===== config.mk =====
export PLATFORM = sky130hd
export DESIGN_NAME = regfile
export DESIGN_NICKNAME = d
export VERILOG_FILES = /design/src/rtl/regfile.sv
export SDC_FILE = /design/constraint.sdc
export NUM_CORES = 1
export LEC_CHECK = 0
export ABC_AREA = 1
export CAP_MARGIN = 0
export CORE_AREA = 4 4 75 105
export DETAILED_ROUTE_END_ITERATION = 8
export DIE_AREA = 0 0 79 109
export PLACE_DENSITY = 0.74
export SLEW_MARGIN = 25
export SYNTH_ARGS = -nofsm -noshare
export SYNTH_HDL_FRONTEND = slang
export SYNTH_SLANG_ARGS = --single-unit

===== constraint.sdc =====
create_clock -name clk_i -period 3.64 [get_ports clk_i]
set_clock_uncertainty 0.1 [all_clocks]
set_input_delay 0.546 -clock clk_i [delete_from_list [all_inputs] [get_ports clk_i]]
set_output_delay 0.546 -clock clk_i [all_outputs]
set_load 0.02 [all_outputs]

===== src/rtl/regfile.sv =====
// regfile: 8 x 8-bit general-purpose register file with a 1-bit condition bit.
//
// Ports:
//   clk_i        - clock; all state updates on the rising edge
//   reset_i      - asynchronous active-high reset; clears all registers and CB
//   write_i      - register write enable
//   write_addr_i - register write address
//   write_data_i - register write data
//   rs_addr_i    - read port rs address (combinational read)
//   rt_addr_i    - read port rt address (combinational read)
//   write_CB_i   - condition-bit write enable (independent of write_i)
//   cb_data_i    - condition-bit write data
//   rs_data_o    - contents of register rs_addr_i
//   rt_data_o    - contents of register rt_addr_i
//   cb_data_o    - current condition-bit value
//
// Register 0 is an ordinary register. Reads have no write bypass: a read of the
// register being written shows the old value until the clock edge.
module regfile #(
  parameter int unsigned DATA_W = 8,
  parameter int unsigned ADDR_W = 3
) (
  input  logic              clk_i,
  input  logic              reset_i,
  input  logic              write_i,
  input  logic [ADDR_W-1:0] write_addr_i,
  input  logic [DATA_W-1:0] write_data_i,
  input  logic [ADDR_W-1:0] rs_addr_i,
  input  logic [ADDR_W-1:0] rt_addr_i,
  input  logic              write_CB_i,
  input  logic              cb_data_i,
  output logic [DATA_W-1:0] rs_data_o,
  output logic [DATA_W-1:0] rt_data_o,
  output logic              cb_data_o
);

  localparam int unsigned NumRegs = 2 ** ADDR_W;

  logic [DATA_W-1:0] regs_q [NumRegs];
  logic              cb_q;

  always_ff @(posedge clk_i or posedge reset_i) begin
    if (reset_i) begin
      for (int i = 0; i < NumRegs; i++) begin
        regs_q[i] <= '0;
      end
    end else if (write_i) begin
      regs_q[write_addr_i] <= write_data_i;
    end
  end

  always_ff @(posedge clk_i or posedge reset_i) begin
    if (reset_i) begin
      cb_q <= 1'b0;
    end else if (write_CB_i) begin
      cb_q <= cb_data_i;
    end
  end

  // Reset clears the array asynchronously, so reads return 0 during reset
  // without any extra gating here.
  always_comb begin
    rs_data_o = regs_q[rs_addr_i];
    rt_data_o = regs_q[rt_addr_i];
    cb_data_o = cb_q;
  end

endmodule


### Yosys cells after proc, flatten, opt, wreduce, memory -nomap -nowiden

Index checks and enable logic that the tools add are counted.

| word-level totals | value |
|---|---|
| bits in registers | 65 |
| bits of input ports | 22 |

| cells by class | value |
|---|---|
| magnitude comparators | 4 |
| multiplexer cells | 9 |
| bitwise gates (word level) | 3 |
| reductions and logical operators | 1 |

Operators by type and width:

| cell | number |
|---|---|
| $bwmux 64 | 1 |
| $bmux 8 s3 | 2 |
| $mux 8 | 5 |
| $demux 8 s3 | 1 |
| $ge 4x4->1 const B | 3 |
| $not 3->4 | 3 |
| $lt 4x1->1 const B | 1 |
| $logic_and 1x1->1 | 1 |

### Longest topological paths before layout

Gate-level depths: netlist of run 1.

| logic depth | value |
|---|---|
| word-level depth | 6 |
| gate-level depth with buffers | 8 |
| depth with buffers taken out | 6 |

### Worst setup path before layout of run 1

OpenSTA, ideal clock, no wires.

| timing path | value |
|---|---|
| path kind | input -> output |
| from | input rs_addr_i[1] |
| to | output rs_data_o[5] |
| data arrival time | 1.361 ns |
| setup slack | 1.633 ns |
| stages on the path | 7 |
| cells stage by stage | buf_2 -> inv_1 -> buf_2 -> nand3_1 -> nand2_1 -> nand2_1 -> nand2_1 |

| on the way | value |
|---|---|
| word-level cells in the longest chain between the ends | 4 |

RTL lines:

| what | RTL line | text |
|---|---|---|
| start, declared | 28 | `input logic [ADDR_W-1:0] rs_addr_i,` |
| $not 3->4 (implied by the code) | 63 | `rs_data_o = regs_q[rs_addr_i];` |
| $bmux 8 s3 | 63 |  |
| $mux 8 (implied by the code) (2 in a row) | 63 |  |
| end, declared | 32 | `output logic [DATA_W-1:0] rs_data_o,` |

Every way passes these cells. The select of a mux whose other input is x is not followed.

### Worst setup path in the final report of run 1

| timing path | value |
|---|---|
| from | input rt_addr_i[1] |
| to | output rt_data_o[0] |

| on the way | value |
|---|---|
| word-level cells in the longest chain between the ends | 4 |

RTL lines:

| what | RTL line | text |
|---|---|---|
| start, declared | 29 | `input logic [ADDR_W-1:0] rt_addr_i,` |
| $not 3->4 (implied by the code) | 64 | `rt_data_o = regs_q[rt_addr_i];` |
| $bmux 8 s3 | 64 |  |
| $mux 8 (implied by the code) (2 in a row) | 64 |  |
| end, declared | 33 | `output logic [DATA_W-1:0] rt_data_o,` |

Every way passes these cells. The select of a mux whose other input is x is not followed.

==> flow_metrics.tcl, run 1 <==
set metrics [dict create \
    layout.nets 642 \
    grt_pass1_wl_um 17700 \
    portBuffers 38 \
    cts_buffers 9 \
    io_pins 39 \
    postCtsSetupRepairBufs 0 \
    setup_violations 0 \
    slew-limit-headroom 0.569 \
    htreeDepth 3 \
    syn_avg_cell_area_um2 6.49 \
    viasPerCell 5.29 \
    switching_power_uw 720 \
    vdd_drop_max_mv 0.324 \
    status "completed" \
    clock_sinks 65 \
    totalWireLength_um 10900 \
    setup_ws_ps 592 \
    fin_area_um2 4420 \
    syn_inst 592 \
    power_switching_share 0.345 \
    overflow 0 \
    grt_max_degree 42 \
    drcViolationCount 0 \
    max_freq_mhz 328 \
    async_reset_ff_frac 1.00 \
    vias 3809 \
    path_class "primary input to output pin" \
    fp.dieH_um 109 \
    fin_util 0.637 \
    cp-end-kind "output pin" \
    grt_usage 0.272 \
    dp_hpwl_um 7520 \
    die_w_um 79 \
    synth_top_area_cell "dfrtp_1" \
    clkTransAtPathRegs_ps 70 \
    pwr_density_cell_nw_per_um2 472 \
    synth-edff-count 0 \
    syn_area_um2 3840 \
    p_comb_frac 0.289 \
    worstPathArrival_ps 2400 \
    holdBufCountCts 0 \
    p_int_mw 1.37 \
    whs_ps 386 \
    hold_viol_final 0 \
    initial_utilization 0.554 \
    routabilityCongestion 0.901 \
    clockRootBuffer "clkbuf_8" \
    dp_cells 704 \
    drt-pass1-iter-count 7 \
    min_period_ps 3050 \
    fin_setup_tns_ps 0 \
    antenna_found_initial 0 \
    yosys-top-cells-area "dfrtp_1 (42%), nand2_1 (27%), nand3_1 (8.5%), o21ai_0 (8.3%), inv_1 (8.1%)" \
    rsz0062_at_grt "false" \
    synth_top_area_frac 0.423 \
    synth_seq_area_share 0.423 \
    antenna_left 0 \
    finalCritPeriodShare 0.837 \
    synth_most_common_cell "nand2_1" \
    cts_resized 0 \
    drt_iter0_markers 388 \
    place_ws_ps 620 \
    synthTopCellsByCount "nand2_1 (279), inv_1 (83), dfrtp_1 (65), nand3_1 (65), o21ai_0 (64)" \
    synth_seq_cells 65 \
    power_mw 2.09 \
    worst-slew-pin-transition_ps 645 \
    rows 36 \
    design.core.area_um2 6940 \
    hold_class "flop to flop" \
    max_cap_violations 0 \
    ys_warn_count 0 \
    cp_max_fo 16 \
    cp.required_ps 2990 \
    wl_per_cell_um 15.2 \
    fin_cells 720 \
    diodes 0 \
    grt_pass1_vias 3648 \
    clkPwrFrac 0.267 \
    power_frac_seq 0.443 \
    ys_types 14 \
    tritoncts "built" \
    synth.net_count 614 \
    p_leak_nw 2.45 \
    syn_to_final_growth_pct 14.9 \
    dpl_cell_area_um2 4240 \
    clk_latency_ps 360 \
    dieArea_um2 8610 \
    slew_viol_final 0 \
    drive_gt1_frac 0.0432 \
    synth_ff_type "dfrtp_1" \
    clk_path_buf_depth 2 \
    start_kind "primary input" \
]
final timing paths:
path / startpoint / end / slack [ps] / depth (start not counted)
max reg2reg: cb_data_o / cb_data_o / 2790 / 1
max: rt_addr_i[1] / rt_data_o[0] / 590 / 7
min: regs_q[37] / regs_q[37] / 390 / 2
min in group asynchronous: reset_i / regs_q[25] / 440 / 2
min reg2reg: regs_q[37] / regs_q[37] / 390 / 2
max in group asynchronous: reset_i / regs_q[44] / 2060 / 3
layout by cell type (no fill, tap or decap), types with 2 or more instances in the layout:
cell and count:
o21ai_0 64, inv_1 82, buf_4 9, clkinv_2 3, clkbuf_1 2, nand2_1 279, nor2_1 3, clkdlybuf4s50_1 38
clkbuf_8 11, dfrtp_1 65, nand3_1 65
flip-flops by register name (all words and copies together) (netlist names):
register / count
cb_data_o: 1
regs_q: 64
cells by family (layout without fill, tap and decap cells):
family                 count (synthesis)  after routing  synth area share
AO/OA/AOI/OAI                         64             64            0.0834
buffers and inverters                113            146             0.124
flip-flops                            65             65             0.423
multiplexers                           1              1           0.00293
AND/OR/NAND/NOR                      349            349             0.366
critical path, stage by stage:
cell and delay [ps]:
clkdlybuf4s50_1 450, inv_1 420, nand3_1 130, nand2_1 80, nand2_1 50, nand2_1 80
clkdlybuf4s50_1 620
final cells by class:
class,instances,area (um2)
clock buffer,13,159
clock inverter,3,15.0
fill,691,2520
inverter,83,312
multi-input combinational,414,1740
sequential,65,1630
tap,95,119
timing repair buffer,47,448
per-layer routing:
metal	GRT usage	vias up	wire [um]
met5	0	-	0
met4	0.131	0	301
met3	0.0579	26	658
met2	0.463	156	5430
met1	0.326	1766	4550
li1	-	1861	-
power by group through the flow:
stage / Combinational, mW / Sequential [mW] / Clock [mW]
global placement: 0.593 / 0.933 / 0
finish: 0.604 / 0.925 / 0.557
CTS: 0.604 / 0.924 / 0.565
floorplan: 0.415 / 0.921 / 0
global route: 0.687 / 0.942 / 0.595
detailed placement: 0.601 / 0.937 / 0
(Power assumes the default switching activity.)
==> run 2, diff against run 1 <==
--- a/config.mk
+++ b/config.mk
@@ -7,10 +7,10 @@
 export LEC_CHECK = 0
 export ABC_AREA = 1
 export CAP_MARGIN = 0
-export CORE_AREA = 4 4 75 105
+export CORE_AREA = 4 4 78 109
 export DETAILED_ROUTE_END_ITERATION = 8
-export DIE_AREA = 0 0 79 109
-export PLACE_DENSITY = 0.74
+export DIE_AREA = 0 0 82 113
+export PLACE_DENSITY = 0.71
 export SLEW_MARGIN = 25
 export SYNTH_ARGS = -nofsm -noshare
 export SYNTH_HDL_FRONTEND = slang
==> constraint.sdc (replaced) <==
create_clock -name clk_i -period 2.8 [get_ports clk_i]
set_clock_uncertainty 0.1 [all_clocks]
set_input_delay 0.42 -clock clk_i [delete_from_list [all_inputs] [get_ports clk_i]]
set_output_delay 0.42 -clock clk_i [all_outputs]
set_load 0.02 [all_outputs]
==> run 2 against run 1 <==
Compared with the run above:
- final cell count rose by 1.3%
- power rose by 31%
- sequential cell count is the same
- worst hold slack worse by 1.6 ps
- core utilization is 3.7 points lower
- via count shrank 2.2%
- sequential power grew 30%
- clock power rose by 28%
- worst setup slack worse by 530 ps
- critical path type unchanged
- largest cell class unchanged
- largest power group unchanged
- highest routed layer unchanged
==> flow_metrics.tcl, run 2 (synthesis results as in run 1) <==
set metrics [dict create \
    status "completed" \
    routabilityCongestion 0.904 \
    clkTransAtPathRegs_ps 60 \
    drt-pass1-iter-count 5 \
    antenna_left 0 \
    final_common_cell "nand2_1" \
    switching_power_uw 936 \
    holdBufCountCts 0 \
    power_frac_seq 0.441 \
    cp.required_ps 2280 \
    worst-slew-pin-transition_ps 679 \
    cp_max_fo 32 \
    hold_class "flop to flop" \
    wl_per_cell_um 15.3 \
    pwr_density_cell_nw_per_um2 597 \
    power_switching_share 0.344 \
    regMostFlops "regs_q" \
    viasPerCell 5.11 \
    clkPwrFrac 0.261 \
    place_ws_ps 64.2 \
    portBuffers 38 \
    max_cap_violations 0 \
    p_leak_nw 2.59 \
    hold_viol_final 0 \
    drt_iter0_markers 276 \
    fp.dieH_um 113 \
    p_comb_frac 0.298 \
    syn_to_final_growth_pct 18.7 \
    rsz0062_at_grt "false" \
    grt_usage 0.263 \
    largest_reg_flops 64 \
    setup_ws_ps 63.7 \
    gr-usage-met1 0.321 \
    grtUsageMet2 0.421 \
    path_cells "clkdlybuf4s50_1, inv_1, buf_12, nand2_1, nand3_1, nand2_1, nand2_1, nand2_1, clkdlybuf4s50_1" \
    drive_gt1_frac 0.0477 \
    met3_usage 0.0398 \
    slew_viol_final 0 \
    die_w_um 82 \
    tritoncts "built" \
    rows 38 \
    fin_cells 729 \
    dieArea_um2 9270 \
    vdd_drop_max_mv 0.381 \
    final_cell_mix "nand2_1 (279), inv_1 (82), nand3_1 (65), dfrtp_1 (65), o21ai_0 (64)" \
    start_kind "primary input" \
    drcViolationCount 0 \
    min_period_ps 2740 \
    setup_violations 0 \
    dp_cells 715 \
    cpMostUsedCell "nand2_1" \
    grt_pass1_wl_um 18000 \
    antenna_found_initial 0 \
    clk_path_buf_depth 2 \
    cts_buffers 9 \
    overflow 0 \
    path_class "primary input to output pin" \
    top_usage_layer "met2" \
    design.core.area_um2 7610 \
    critPathSlowestCell "clkdlybuf4s50_1" \
    diodes 0 \
    clock_sinks 65 \
    dp_hpwl_um 7880 \
    finalCritPeriodShare 0.977 \
    critPathMaxStageDelay_ps 600 \
    grt_max_degree 35 \
    layout.nets 648 \
    p_int_mw 1.79 \
    clockRootBuffer "clkbuf_8" \
    vias 3727 \
    fin_setup_tns_ps 0 \
    grt_pass1_vias 3693 \
    io_pins 39 \
    cp-end-kind "output pin" \
    initial_utilization 0.505 \
    worstPathArrival_ps 2220 \
    slew-limit-headroom 0.547 \
    clk_latency_ps 360 \
    htreeDepth 3 \
    max_freq_mhz 365 \
    totalWireLength_um 11200 \
]
[run 2: cell count changes in the layout (fill, tap and decap cells not counted), sizes merged]
cell | previous run | this run
clkdlybuf4s50 | 38 | 31
dlymetal6s2s | 0 | 7
buf | 9 | 15
clkinv | 3 | 0
clkbuf | 13 | 14
[run 2: power groups by stage]
stage                     Combinational [mW]  Sequential [mW]  Clock, mW
after floorplan                        0.540             1.20          0
after global placement                 0.797             1.21          0
after detailed placement               0.813             1.22          0
after CTS                              0.818             1.20      0.722
after global routing                   0.920             1.22      0.769
final                                  0.812             1.20      0.711
[run 2: worst paths after layout]
| check | to | cells past startpoint | slack (ps) | start |
|---|---|---|---|---|
| worst max-delay path | rt_data_o[2] | 9 | 60 | rt_addr_i[0] |
| worst min-delay path | regs_q[15] | 2 | 380 | regs_q[15] |
| worst max register to register | cb_data_o | 1 | 1950 | cb_data_o |
| worst min register to register | regs_q[15] | 2 | 380 | regs_q[15] |
| max in group asynchronous | regs_q[4] | 3 | 1590 | reset_i |
| min in group asynchronous | regs_q[17] | 2 | 390 | reset_i |
[run 2: area by class of cell]
class / count / area, um2
clock buffers: 14 / 163
fillers: 734 / 3050
inverters: 83 / 312
multi-input cells: 414 / 1740
flip-flops and latches: 65 / 1630
well taps: 100 / 125
repair buffers: 53 / 598
[run 2: layer usage]
layer | up-vias | part of all wire
met5 | - | 0
met4 | 0 | 0.056
met3 | 45 | 0.052
met2 | 147 | 0.48
met1 | 1662 | 0.41
li1 | 1873 | -
[run 2: critical path, delay by kind of cell]
kind          cells  cell delay [ps]
buf+inv           4             1390
simple gates      5              400
[run 2: what timing repair did]
item                       CTS  global route
setup endpoints to repair    0             7
gates resized for setup      0             7
setup buffers                0             0
[run 2: per-stage QoR]
| stage | power (mW) | utilization | instance area (um2) | hold slack (ps) |
|---|---|---|---|---|
| floorplan | 1.74 | - | 3840 | 353 |
| global placement | 2.01 | 0.576 | 4380 | 367 |
| detailed placement | 2.03 | 0.576 | 4380 | 373 |
| CTS | 2.74 | 0.597 | 4540 | 389 |
| global route | 2.91 | 0.600 | 4560 | 407 |
| finish | 2.72 | 0.600 | 4560 | 384 |
